## config.mk

```make
export PLATFORM = sky130hd
export DESIGN_NAME = logsin_arb
export DESIGN_NICKNAME = d
export VERILOG_FILES = /design/src/rtl/logsin_arb.sv
export SDC_FILE = /design/constraint.sdc
export NUM_CORES = 1
export LEC_CHECK = 0
export CORE_MARGIN = 1
export CORE_UTILIZATION = 35
export DETAILED_ROUTE_END_ITERATION = 8
export PLACE_DENSITY = 0.76
export RECOVER_POWER = 100
export SKIP_CTS_REPAIR_TIMING = 1
export SLEW_MARGIN = 10
export SYNTH_ARGS = -nofsm -noshare
export SYNTH_HDL_FRONTEND = slang
export SYNTH_SLANG_ARGS = --single-unit
```

## constraint.sdc

```tcl
create_clock -name clk -period 8 [get_ports clk]
set_input_delay 1.6 -clock clk [delete_from_list [all_inputs] [get_ports clk]]
set_output_delay 1.6 -clock clk [all_outputs]
set_load 0.02 [all_outputs]
```

## src/rtl/logsin_arb.sv

```systemverilog
// Four-requester round-robin front end for an external log-sin table, with a fixed
// two-cycle result latency. Define LOGSIN_ARB_FIXED_PRIO_EN for fixed priority (0 highest).
module logsin_arb (
    input  logic        clk,
    input  logic        reset,
    input  logic [3:0]  req_valid,
    input  logic [39:0] req_phase,
    input  logic [39:0] req_atten,
    output logic [3:0]  req_ready,
    output logic [7:0]  lut_idx,
    input  logic [11:0] lut_value,
    output logic        rsp_valid,
    output logic [1:0]  rsp_id,
    output logic [11:0] rsp_logsin,
    output logic        rsp_sign
);

    function automatic logic [11:0] sat12(input logic [12:0] sum);
        return sum[12] ? 12'hFFF : sum[11:0];
    endfunction

    logic [9:0]  phase_a [4];
    logic [9:0]  atten_a [4];
    logic [3:0]  grant_s;
    logic [1:0]  grant_id_s;
    logic        accept_s;
    logic        hit_s;
    logic [1:0]  cand_s;
    logic [9:0]  sel_phase_s;
    logic [9:0]  sel_atten_s;

`ifndef LOGSIN_ARB_FIXED_PRIO_EN
    logic [1:0]  last_grant_q, last_grant_d;
`endif
    logic [7:0]  lut_idx_q, lut_idx_d;
    logic        s1_valid_q, s1_valid_d;
    logic [1:0]  s1_id_q, s1_id_d;
    logic        s1_sign_q, s1_sign_d;
    logic [9:0]  s1_atten_q, s1_atten_d;
    logic        s2_valid_q, s2_valid_d;
    logic [1:0]  s2_id_q, s2_id_d;
    logic        s2_sign_q, s2_sign_d;
    logic [12:0] s2_sum_q, s2_sum_d;
    logic        rsp_valid_q, rsp_valid_d;
    logic [1:0]  rsp_id_q, rsp_id_d;
    logic [11:0] rsp_logsin_q, rsp_logsin_d;
    logic        rsp_sign_q, rsp_sign_d;

    // Unpack the flat requester buses
    always_comb begin
        for (int i = 0; i < 4; i++) begin
            phase_a[i] = req_phase[10*i +: 10];
            atten_a[i] = req_atten[10*i +: 10];
        end
    end

    // Arbiter: the pipeline never stalls, so any valid requester can be granted this cycle
    always_comb begin
        grant_s    = 4'b0000;
        grant_id_s = 2'd0;
        accept_s   = 1'b0;
        hit_s      = 1'b0;
        cand_s     = 2'd0;
        for (int k = 0; k < 4; k++) begin
`ifdef LOGSIN_ARB_FIXED_PRIO_EN
            cand_s     = 2'(k);
`else
            cand_s     = last_grant_q + 2'd1 + 2'(k);
`endif
            hit_s      = ~reset & ~accept_s & req_valid[cand_s];
            grant_id_s = hit_s ? cand_s : grant_id_s;
            grant_s    = grant_s | ({3'b000, hit_s} << cand_s);
            accept_s   = accept_s | hit_s;
        end
    end

    assign sel_phase_s = phase_a[grant_id_s];
    assign sel_atten_s = atten_a[grant_id_s];

    // Pipeline next state: accept -> table lookup -> add -> saturated result
    always_comb begin
`ifndef LOGSIN_ARB_FIXED_PRIO_EN
        last_grant_d = accept_s ? grant_id_s : last_grant_q;
`endif
        lut_idx_d    = lut_idx_q;
        s1_valid_d   = accept_s;
        s1_id_d      = s1_id_q;
        s1_sign_d    = s1_sign_q;
        s1_atten_d   = s1_atten_q;
        s2_valid_d   = s1_valid_q;
        s2_id_d      = s2_id_q;
        s2_sign_d    = s2_sign_q;
        s2_sum_d     = s2_sum_q;
        rsp_valid_d  = s2_valid_q;
        rsp_id_d     = rsp_id_q;
        rsp_sign_d   = rsp_sign_q;
        rsp_logsin_d = rsp_logsin_q;

        if (accept_s) begin
            lut_idx_d  = sel_phase_s[8] ? ~sel_phase_s[7:0] : sel_phase_s[7:0];
            s1_id_d    = grant_id_s;
            s1_sign_d  = sel_phase_s[9];
            s1_atten_d = sel_atten_s;
        end else begin
            lut_idx_d  = lut_idx_q;
        end

        // lut_value is valid for the whole cycle after lut_idx is loaded
        if (s1_valid_q) begin
            s2_id_d   = s1_id_q;
            s2_sign_d = s1_sign_q;
            s2_sum_d  = {1'b0, lut_value} + {1'b0, s1_atten_q, 2'b00};
        end else begin
            s2_sum_d  = s2_sum_q;
        end

        // Result fields hold their last value between strobes
        if (s2_valid_q) begin
            rsp_id_d     = s2_id_q;
            rsp_sign_d   = s2_sign_q;
            rsp_logsin_d = sat12(s2_sum_q);
        end else begin
            rsp_logsin_d = rsp_logsin_q;
        end
    end

    // State registers
    always_ff @(posedge clk or posedge reset) begin
        if (reset) begin
`ifndef LOGSIN_ARB_FIXED_PRIO_EN
            last_grant_q <= 2'd3;
`endif
            lut_idx_q    <= 8'h00;
            s1_valid_q   <= 1'b0;
            s1_id_q      <= 2'd0;
            s1_sign_q    <= 1'b0;
            s1_atten_q   <= 10'd0;
            s2_valid_q   <= 1'b0;
            s2_id_q      <= 2'd0;
            s2_sign_q    <= 1'b0;
            s2_sum_q     <= 13'd0;
            rsp_valid_q  <= 1'b0;
            rsp_id_q     <= 2'd0;
            rsp_sign_q   <= 1'b0;
            rsp_logsin_q <= 12'h000;
        end else begin
`ifndef LOGSIN_ARB_FIXED_PRIO_EN
            last_grant_q <= last_grant_d;
`endif
            lut_idx_q    <= lut_idx_d;
            s1_valid_q   <= s1_valid_d;
            s1_id_q      <= s1_id_d;
            s1_sign_q    <= s1_sign_d;
            s1_atten_q   <= s1_atten_d;
            s2_valid_q   <= s2_valid_d;
            s2_id_q      <= s2_id_d;
            s2_sign_q    <= s2_sign_d;
            s2_sum_q     <= s2_sum_d;
            rsp_valid_q  <= rsp_valid_d;
            rsp_id_q     <= rsp_id_d;
            rsp_sign_q   <= rsp_sign_d;
            rsp_logsin_q <= rsp_logsin_d;
        end
    end

    assign req_ready  = grant_s;
    assign lut_idx    = lut_idx_q;
    assign rsp_valid  = rsp_valid_q;
    assign rsp_id     = rsp_id_q;
    assign rsp_sign   = rsp_sign_q;
    assign rsp_logsin = rsp_logsin_q;

endmodule

```

==> qor.yml, run 1 <==
cp-start-kind: "input port"
worst_ir_drop_vdd_mv: 0.1018
cp_top_family: "buffers and inverters"
htreeDepth: 3
period_share_pct: 82.33
final_nets: 634
rr_endpoint: "s1_atten_q[1]$_DFFE_PP0P_"
insertion_delay_ns: 0.34
grt_max_degree: 58
die_height_um: 105.4
synthXorXnorAreaFrac_pct: 7.731
ys_seq_elements: 57
syn_avg_cell_area_sq_um: 8.923
row_count: 37
diodes: 0
firstDrtPassIters: 4
syn_area_sq_mm: 0.003739
r2r_setup_slack_ns: 4.62
worstPathMaxFanout: 41
layout-drive-gt1-share_pct: 7.736
synthFlopType: "dfrtp_1"
slew_violations: 100
clk_pin_slew_ns: 0.07
arrival_ns: 4.99
fin_skew_ns: 0.01044
cp-end-kind: "primary output"
routed_via_density: 5.120
synthSimpleGateAreaFrac_pct: 16.83
cp_num_buf_inv: 2
hold_path_end: "s2_sum_q[7]$_DFFE_PP0P_"
synth.area.mux_share_pct: 6.024
slew_headroom_pct: -96.52
synth_cell_types: 58
rr_worst_depth: 6
hold_start: "s2_sum_q[7]$_DFFE_PP0P_"
worst_slew_pin_slew_ns: 2.948
numClockSinks: 57
yosysSeqAreaShare_pct: 38.22
synth_compound_area_share_pct: 20.78
critPathKind: "input port to primary output"
clockBufferDepth: 2
ant_nets: 0
cp.depth: 6
synthMostInstantiatedCell: "nand2_1"
die_w_um: 105.4
via_count: 3410
setup_violations: 0
antenna_found_initial: 0
drtIter0Drc: 142
cts-root-buf: "clkbuf_8"
drt_wl_total_um: 9847
path_common_cell: "dlygate4sd3_1"
dp_hpwl_um: 7420
synth_fa_ha_area_share_pct: 3.882
slowest_delay_ns: 1.23
cp.required_ns: 6.40
io_buffer_count: 125
ys_warn_count: 0
die_area_sq_mm: 0.01110
gp_congestion: 0.8409
gr-total-overflow: 0
yosysTopAreaCell: "dfrtp_1"
async_flop_share_pct: 100.0
synth_top_family_by_area: "compound AO/OA/AOI/OAI gates"
r2r-start: "last_grant_q[1]$_DFFE_PP1P_"
power_leakage_nw: 2.114
synth_top_area_share_pct: 36.81
initial_core_util_pct: 36.21
cts_buffers: 9
grt_pass1_vias: 3327
synth_edf_count: 0
min_period_ns: 6.587
core_area_sq_mm: 0.01032
hold_violations: 0
path_cells: "dlygate4sd3_1 > and2b_1 > a22oi_1 > o31a_1 > nor2_1 > dlygate4sd3_1"
grt_pass1_wl_um: 16300
routedWlPerCell_um: 14.79
timing.fmax_mhz: 151.8
ios: 126
powerDensity_mw_per_mm2: 243.5
area_delta_synth_final_pct: 38.05
synth_top_cells_by_count: "nand2_1 (76), dfrtp_1 (55), nor2_1 (38)"
syn_inst: 419
cpMaxStageDelayCell: "o31a_1"
holdPathStages: 1
final_cells: 666
max_cap_violations: 2
dp_cells: 650
grt.total_usage_pct: 18.55
syn-num-nets: 528
synth_area_leaders: "dfrtp_1 (37%), nand2_1 (7.6%), xnor2_1 (5.9%), a21oi_1 (3.9%), nor2_1 (3.8%)"
cts_tree: "yes"
violations: "capacitance limit, slew limit"
hold_class: "register to register"
fin_tns_setup_ns: 0
status: "finished with violations"
post-route-drc-count: 0
rsz0062_at_grt: "false"
==> kinds of logic (layout without fill, tap and decap cells) <==
group | Yosys count | count (layout)
simple gates | 141 | 141
compound gates | 113 | 113
flops | 57 | 57
buf+inv | 43 | 154
xor+xnor | 33 | 33
mux | 21 | 21
fa+ha+maj | 11 | 11
==> worst max path at each step <==
stage	startpoint	end	slack, ns
floorplan	reset	req_ready[2]	2.38
global route	req_valid[2]	req_ready[1]	1.15
global placement	req_valid[3]	req_ready[3]	2.40
CTS	req_valid[3]	req_ready[3]	2.28
finish	req_valid[2]	req_ready[1]	1.41
detailed placement	req_valid[3]	req_ready[3]	2.30
==> through the flow <==
step	hold slack, ns	worst slack [ns]	utilization (%)	cell area [sq um]	power [W]
global placement	0.4622	2.398	48.21	4977	0.0009900
CTS	0.4871	2.282	50.19	5181	0.001286
finish	0.4835	1.413	49.99	5161	0.001257
floorplan	0.3519	2.382	-	3739	0.0008123
global route	0.5084	1.153	49.99	5161	0.001343
detailed placement	0.4701	2.296	48.21	4977	0.001008
==> flip-flops by register name (all words and copies together) (netlist names) <==
name,flops
last_grant_q,2
lut_idx,8
rsp_id,2
rsp_logsin,12
rsp_sign,1
rsp_valid,1
rsp_valid_d,1
s1_atten_q,10
s1_id_q,2
s1_sign_q,1
s1_valid_q,1
s2_id_q,2
s2_sign_q,1
s2_sum_q,13
==> layout by cell type, fill, tap and decap left out, types with 5 or more instances in the layout <==
cell,synthesis,routed
clkbuf_8,0,10
xnor2_1,25,25
nor2_1,38,38
dlygate4sd3_1,0,35
xor2_1,8,8
o22ai_1,9,9
o21ai_0,11,11
nand2b_1,5,5
a221o_1,10,10
nand2_1,76,76
a21o_1,5,5
dfrtp_1,55,55
o21ai_1,6,6
a21oi_1,29,29
a211oi_1,6,6
ha_1,10,10
a31oi_1,12,12
clkdlybuf4s50_1,0,90
mux2i_1,9,9
inv_1,10,10
mux2_2,12,11
==> layout make-up <==
class                   instances  area (sq um)
clock buffers                  10         137.6
clock inverters                 6         66.31
fillers                       952          5162
inverters                      11         41.29
multi-input cells             319          2054
flip-flops and latches         57          1429
well taps                     136         170.2
repair buffers                127          1262
==> per-layer routing <==
metal | track usage, % | share of wire [%] | vias up
met4 | 4.829 | 1.1 | 0
met2 | 31.72 | 50 | 98
met5 | 0 | 0 | -
li1 | - | - | 1682
met1 | 23.09 | 44 | 1622
met3 | 4.886 | 4.9 | 8
==> report_power, final <==
part / switching, W / total, W / internal [W]
Sequential: 0.0000735 / 0.000458 / 0.000385
Clock: 0.000122 / 0.000275 / 0.000153
Combinational: 0.000267 / 0.000523 / 0.000256
Total: 0.000463 / 0.00126 / 0.000794
Power figures use the tool's default switching activity.
==> run 2, diff against run 1 <==
==> constraint.sdc (replaced) <==
create_clock -name clk -period 6.7 [get_ports clk]
set_input_delay 1.34 -clock clk [delete_from_list [all_inputs] [get_ports clk]]
set_output_delay 1.34 -clock clk [all_outputs]
set_load 0.02 [all_outputs]
==> run 2 against run 1 <==
  * The flow still finishes with violations (capacitance limit, slew limit)
  * Via count decreased by 0.26%
  * Core utilization increased by 0.097 points
  * Cell area up 0.19%
  * Worst setup slack worse by 0.25 ns
  * Power is 19% higher
  * Critical path depth is the same
  * Sequential cell count unchanged
  * Wire length decreased by 0.44%
  * Clock skew is essentially flat
  * Sequential power rose by 19%
  * Critical path type unchanged
  * Highest routed layer unchanged
==> qor.yml, run 2 (synthesis results as in run 1) <==
status: "finished with violations"  # unchanged
violations: "capacitance limit, slew limit"  # unchanged
arrival_ns: 4.20  # was 4.99 ns
layout_commonest_cell: "clkdlybuf4s50_1"  # unchanged
die_w_um: 105.4  # unchanged
cp_top_family: "buffers and inverters"  # unchanged
min_period_ns: 5.541
ios: 126  # unchanged
post-route-drc-count: 0  # unchanged
gp_congestion: 0.8409  # unchanged
die_area_sq_mm: 0.01110  # unchanged
drt_wl_total_um: 9804  # was 9847 um
ant_nets: 0  # unchanged
core_area_sq_mm: 0.01032  # unchanged
top_register: "s2_sum_q"  # unchanged
rr_worst_depth: 5  # was 6
grt_pass1_vias: 3327  # unchanged
critPathCapture: "req_ready[1]"  # unchanged
seq_area_sq_mm: 0.001429  # unchanged
cts_tree: "yes"  # unchanged
grt.total_usage_pct: 18.55  # unchanged
period_share_pct: 82.70
layout-drive-gt1-share_pct: 8.302  # was 7.736%
cp.required_ns: 5.36  # was 6.40 ns
cp-end-kind: "primary output"  # unchanged
gr-total-overflow: 0  # unchanged
grt_max_degree: 58  # unchanged
startpoint: "req_valid[3]"  # was req_valid[2]
power_leakage_nw: 2.120  # was 2.114 nW
r2r_setup_slack_ns: 3.90  # was 4.62 ns
area_delta_synth_final_pct: 38.32  # was 38.05%
critPathKind: "input port to primary output"  # unchanged
initial_core_util_pct: 36.21  # unchanged
hold_class: "register to register"  # unchanged
cpMaxStageDelayCell: "o22ai_1"  # was o31a_1
diodes: 0  # unchanged
path_cells: "dlygate4sd3_1 > a21boi_2 > o221ai_2 > o22ai_1 > nor2_1 > clkdlybuf4s50_1"  # was dlygate4sd3_1 > and2b_1 > a22oi_1 > o31a_1 > nor2_1 > dlygate4sd3_1
max_cap_violations: 1  # was 2
antenna_found_initial: 0  # unchanged
firstDrtPassIters: 4  # unchanged
worst_slew_pin_slew_ns: 2.956  # was 2.948 ns
grt_pass1_wl_um: 16300  # unchanged
multiInputGateArea_sq_mm: 0.002064  # was 0.002054 sq mm
die_height_um: 105.4  # unchanged
slowest_delay_ns: 0.95  # was 1.23 ns
layout_common_cells: "clkdlybuf4s50_1 (91), nand2_1 (76), dfrtp_1 (55), nor2_1 (38), dlygate4sd3_1 (34)"  # was clkdlybuf4s50_1 (90), nand2_1 (76), dfrtp_1 (55), nor2_1 (38), dlygate4sd3_1 (35)
hold_start: "s2_sum_q[7]$_DFFE_PP0P_"  # unchanged
clk_pin_slew_ns: 0.07  # about the same
largest_register_ffs: 13  # unchanged
cts_buffers: 9  # unchanged
routedWlPerCell_um: 14.72  # was 14.79 um
rr_endpoint: "s1_atten_q[0]$_DFFE_PP0P_"  # was s1_atten_q[1]$_DFFE_PP0P_
cts-root-buf: "clkbuf_8"  # unchanged
row_count: 37  # unchanged
routed_via_density: 5.107  # was 5.120
worst_ir_drop_vdd_mv: 0.1215  # was 0.1018 mV
via_count: 3401  # was 3410
final_nets: 634  # unchanged
slew_violations: 58  # was 100
rsz0062_at_grt: "false"  # unchanged
hold_violations: 0  # unchanged
setup_violations: 0  # unchanged
insertion_delay_ns: 0.34  # about the same
dp_hpwl_um: 7420  # unchanged
numClockSinks: 57  # unchanged
fillers: 949  # was 952
powerDensity_mw_per_mm2: 290.4  # was 243.5 mW/mm^2
htreeDepth: 3  # unchanged
drtIter0Drc: 140  # was 142
fin_skew_ns: 0.01040  # was 0.01044 ns
cp-start-kind: "input port"  # unchanged
r2r-start: "last_grant_q[1]$_DFFE_PP1P_"  # unchanged
total_power_w: 0.001502  # was 0.001257 W
fin_tns_setup_ns: 0  # unchanged
cp_num_buf_inv: 2  # unchanged
timing.fmax_mhz: 180.5
holdPathStages: 1  # unchanged
cp.depth: 6  # unchanged
io_buffer_count: 125  # unchanged
slew_headroom_pct: -97.06  # was -96.52%
clockBufferDepth: 2  # unchanged
worstPathMaxFanout: 13  # was 41
==> run 2: changes by cell type in the layout (fill, tap and decap cells not counted), sizes merged <==
cell	previous run	this run
clkdlybuf4s50	90	91
dlygate4sd3	35	34
==> run 2: routing by layer <==
| layer | global-route usage, % | wire length, um | vias to the layer above |
|---|---|---|---|
| met5 | 0 | 0 | - |
| met4 | 4.829 | 103 | 0 |
| met3 | 4.886 | 500 | 8 |
| met2 | 31.72 | 4894 | 103 |
| met1 | 23.09 | 4306 | 1606 |
| li1 | - | - | 1684 |
==> run 2: layout make-up <==
type,instances,share of cell area (%)
multi-input combinational,319,39.92
tap,136,3.291
clock buffer,10,2.662
timing repair buffer,127,24.41
clock inverter,6,1.282
sequential,57,27.63
inverter,11,0.7985
==> run 2: worst reg2reg max path, delay by kind of cell, from the launching register on <==
kind,cells,cell delay [ns]
flip-flops,1,0.78
AND/OR/NAND/NOR,2,0.47
AO/OA/AOI/OAI,3,1.45
==> run 2: power breakdown <==
part	switching, W	total [W]	internal [W]	leakage [nW]
sequential	0.0000879	0.000547	0.000459	0.651
combinational	0.000319	0.000627	0.000308	1.37
clock	0.000146	0.000328	0.000182	0.0949
==> run 2: worst min path at each step <==
stage,slack (ns),end
final,0.48,s2_sum_q[7]$_DFFE_PP0P_
after global placement,0.46,s1_id_q[0]$_DFFE_PP0P_
after detailed placement,0.47,s2_sum_q[7]$_DFFE_PP0P_
after global routing,0.51,s2_sum_q[7]$_DFFE_PP0P_
after floorplan,0.35,rsp_valid$_DFF_PP0_
after CTS,0.49,s2_sum_q[7]$_DFFE_PP0P_
==> run 2: stage by stage <==
step                      std cells  area [sq um]  utilization (%)  hold WS [ns]  setup WS (ns)
final                           666          5171            50.09        0.4835          1.159
after global routing            666          5171            50.09        0.5084         0.9893
after CTS                       666          5181            50.19        0.4871          1.502
after detailed placement        650          4977            48.21        0.4701          1.516
after global placement          650          4977            48.21        0.4622          1.618
after floorplan                 419          3739                -        0.3519          1.602
==> run 3, diff against run 2 <==
==> constraint.sdc (replaced) <==
create_clock -name clk -period 5.7 [get_ports clk]
set_input_delay 1.14 -clock clk [delete_from_list [all_inputs] [get_ports clk]]
set_output_delay 1.14 -clock clk [all_outputs]
set_load 0.02 [all_outputs]
==> run 3 against run 2 <==
  * Critical path depth increased by 2
  * Combinational power increased by 17%
  * The run still ends with capacitance limit, slew limit left
  * First-iteration DRC count increased by 7.9%
  * Cell area increased by 0.17%
  * Sequential cell count unchanged
  * Sequential share of layout area about the same
  * Non-clock buffer count increased by 1
  * Global-route usage decreased by 0.69 points
  * Die area unchanged
==> qor.yml, run 3 (synthesis results as in run 1) <==
status: "finished with violations"  # unchanged
violations: "capacitance limit, slew limit"  # unchanged
ant_nets: 0  # unchanged
grt_max_degree: 58  # unchanged
timing.fmax_mhz: 204.1
clk_pin_slew_ns: 0.07  # about the same
max_cap_violations: 1  # unchanged
dp_hpwl_um: 7255  # was 7420 um
swShare_pct: 36.49  # was 36.77%
cts_tree: "yes"  # unchanged
internal_power_w: 0.001117  # was 0.0009495 W
grtUsageMet1_pct: 22.51  # was 23.09%
die_height_um: 105.4  # unchanged
clockBufferDepth: 2  # unchanged
dp_cells: 651  # was 650
die_area_sq_mm: 0.01110  # unchanged
routedWlPerCell_um: 14.41  # was 14.72 um
drtIter0Drc: 151  # was 140
gr-total-overflow: 0  # unchanged
seq_area_sq_mm: 0.001429  # unchanged
routed_via_density: 5.022  # was 5.107
p_comb_share_pct: 41.8  # was 41.7%
multiInputGateArea_sq_mm: 0.002066  # was 0.002064 sq mm
insertion_delay_ns: 0.33  # was 0.34 ns
use_met3_pct: 4.082  # was 4.886%
firstDrtPassIters: 4  # unchanged
layout-drive-gt1-share_pct: 8.475  # was 8.302%
cp.required_ns: 4.56  # was 5.36 ns
numClockSinks: 57  # unchanged
rr_endpoint: "s1_atten_q[1]$_DFFE_PP0P_"  # was s1_atten_q[0]$_DFFE_PP0P_
setup_slack_ns: 0.7999  # was 1.159 ns
rsz0062_at_grt: "false"  # unchanged
grt_pass1_vias: 3189  # was 3327
largest_register_ffs: 13  # unchanged
powerDensity_mw_per_mm2: 339.6  # was 290.4 mW/mm^2
post-place-ws_ns: 0.9549  # was 1.516 ns
fin_skew_ns: 0.007105  # was 0.01040 ns
core_area_sq_mm: 0.01032  # unchanged
hold_slack_ns: 0.4843  # was 0.4835 ns
arrival_ns: 3.76  # was 4.20 ns
cts-root-buf: "clkbuf_8"  # unchanged
cp-end-kind: "primary output"  # unchanged
worst_slew_pin_slew_ns: 2.982  # was 2.956 ns
drt_wl_total_um: 9613  # was 9804 um
diodes: 0  # unchanged
min_period_ns: 4.900
r2r-start: "last_grant_q[1]$_DFFE_PP1P_"  # unchanged
gp_congestion: 0.8603  # was 0.8409
final_cell_area_sq_mm: 0.005180  # was 0.005171 sq mm
gr-usage-met2_pct: 30.17  # was 31.72%
critPathKind: "input port to primary output"  # unchanged
fin_tns_setup_ns: 0  # unchanged
slew_headroom_pct: -98.81  # was -97.06%
layout_commonest_cell: "clkdlybuf4s50_1"  # unchanged
hold_violations: 0  # unchanged
antenna_found_initial: 0  # unchanged
busiest_layer: "met2"  # unchanged
period_share_pct: 85.97
cpMaxStageDelayCell: "dlygate4sd3_1"  # was o22ai_1
clockPowerShare_pct: 21.8  # about the same
slowest_delay_ns: 0.82  # was 0.95 ns
area_delta_synth_final_pct: 38.55  # was 38.32%
worstPathMaxFanout: 13  # unchanged
initial_core_util_pct: 36.21  # unchanged
cts_buffers: 9  # unchanged
power_leakage_nw: 2.128  # was 2.120 nW
hold_class: "register to register"  # unchanged
setup_violations: 0  # unchanged
die_w_um: 105.4  # unchanged
critPathCapture: "req_ready[3]"  # was req_ready[1]
via_count: 3350  # was 3401
p_seq_share_pct: 36.4  # about the same
post-route-drc-count: 0  # unchanged
top_register: "s2_sum_q"  # unchanged
path_common_cell: "a21oi_1"
cp-start-kind: "input port"  # unchanged
power_switching_w: 0.0006419  # was 0.0005521 W
htreeDepth: 3  # unchanged
worst_ir_drop_vdd_mv: 0.1673  # was 0.1215 mV
io_buffer_count: 125  # unchanged
fillers: 953  # was 949
rr_worst_depth: 6  # was 5
hold_start: "s2_sum_q[7]$_DFFE_PP0P_"  # unchanged
placed_cell_area_sq_mm: 0.004985  # was 0.004977 sq mm
final_cells: 667  # was 666
row_count: 37  # unchanged
r2r_setup_slack_ns: 3.03  # was 3.90 ns
slew_violations: 58  # unchanged
final_nets: 635  # was 634
path_cells: "dlygate4sd3_1 > or3b_1 > a21oi_1 > a21oi_1 > nor3b_2 > a22oi_1 > a21oi_1 > dlygate4sd3_1"  # was dlygate4sd3_1 > a21boi_2 > o221ai_2 > o22ai_1 > nor2_1 > clkdlybuf4s50_1
grt_pass1_wl_um: 15610  # was 16300 um
grt.total_usage_pct: 17.86  # was 18.55%
ios: 126  # unchanged
layout_common_cells: "clkdlybuf4s50_1 (91), nand2_1 (76), dfrtp_1 (55), nor2_1 (38), dlygate4sd3_1 (34)"  # unchanged
startpoint: "req_valid[3]"  # unchanged
==> run 3: changes by cell type in the layout (fill, tap and decap cells not counted) <==
cell | previous run | this run
a22oi_1 | 1 | 2
a22oi_2 | 1 | 0
buf_4 | 1 | 2
o22ai_1 | 10 | 9
o22ai_2 | 0 | 1
==> run 3: worst min path at each step <==
stage	endpoint	depth (start not counted)	slack, ns
6_report	s2_sum_q[7]$_DFFE_PP0P_	1	0.48
5_1_grt	s2_sum_q[7]$_DFFE_PP0P_	1	0.51
2_1_floorplan	rsp_valid$_DFF_PP0_	0	0.35
4_1_cts	s2_sum_q[7]$_DFFE_PP0P_	1	0.49
3_5_place_dp	s2_sum_q[7]$_DFFE_PP0P_	1	0.47
3_3_place_gp	s1_id_q[0]$_DFFE_PP0P_	2	0.46
==> run 3: critical path: cells and delay by family <==
kind,cells,cell delay (ns)
buffers and inverters,2,1.50
and+or+nand+nor,2,0.59
AOI/OAI and AO/OA,4,0.53
==> run 3: power by group through the flow <==
stage | Clock [W] | Sequential, W | Combinational [W]
finish | 0.000383 | 0.000641 | 0.000735
CTS | 0.000393 | 0.000644 | 0.000766
detailed placement | 0 | 0.000651 | 0.000763
global route | 0.000412 | 0.000663 | 0.000808
floorplan | 0 | 0.000678 | 0.000462
global placement | 0 | 0.000646 | 0.000746
==> run 3: cell type report <==
class / count / area share [%]
inverter: 11 / 0.7971
timing repair buffer: 128 / 24.52
tap: 136 / 3.285
multi-input combinational: 319 / 39.88
clock inverter: 6 / 1.280
sequential: 57 / 27.58
clock buffer: 10 / 2.657
==> run 3: per-layer routing <==
metal / share of wire, % / vias to the layer above
met5: 0 / -
met4: 1.4 / 0
met3: 4.7 / 10
met2: 49 / 91
met1: 45 / 1561
li1: - / 1688
==> run 3: per-stage QoR <==
step,total power (W),util [%]
2_1_floorplan,0.001140,-
3_3_place_gp,0.001392,48.29
3_5_place_dp,0.001414,48.29
4_1_cts,0.001803,50.26
5_1_grt,0.001882,50.18
6_report,0.001759,50.18
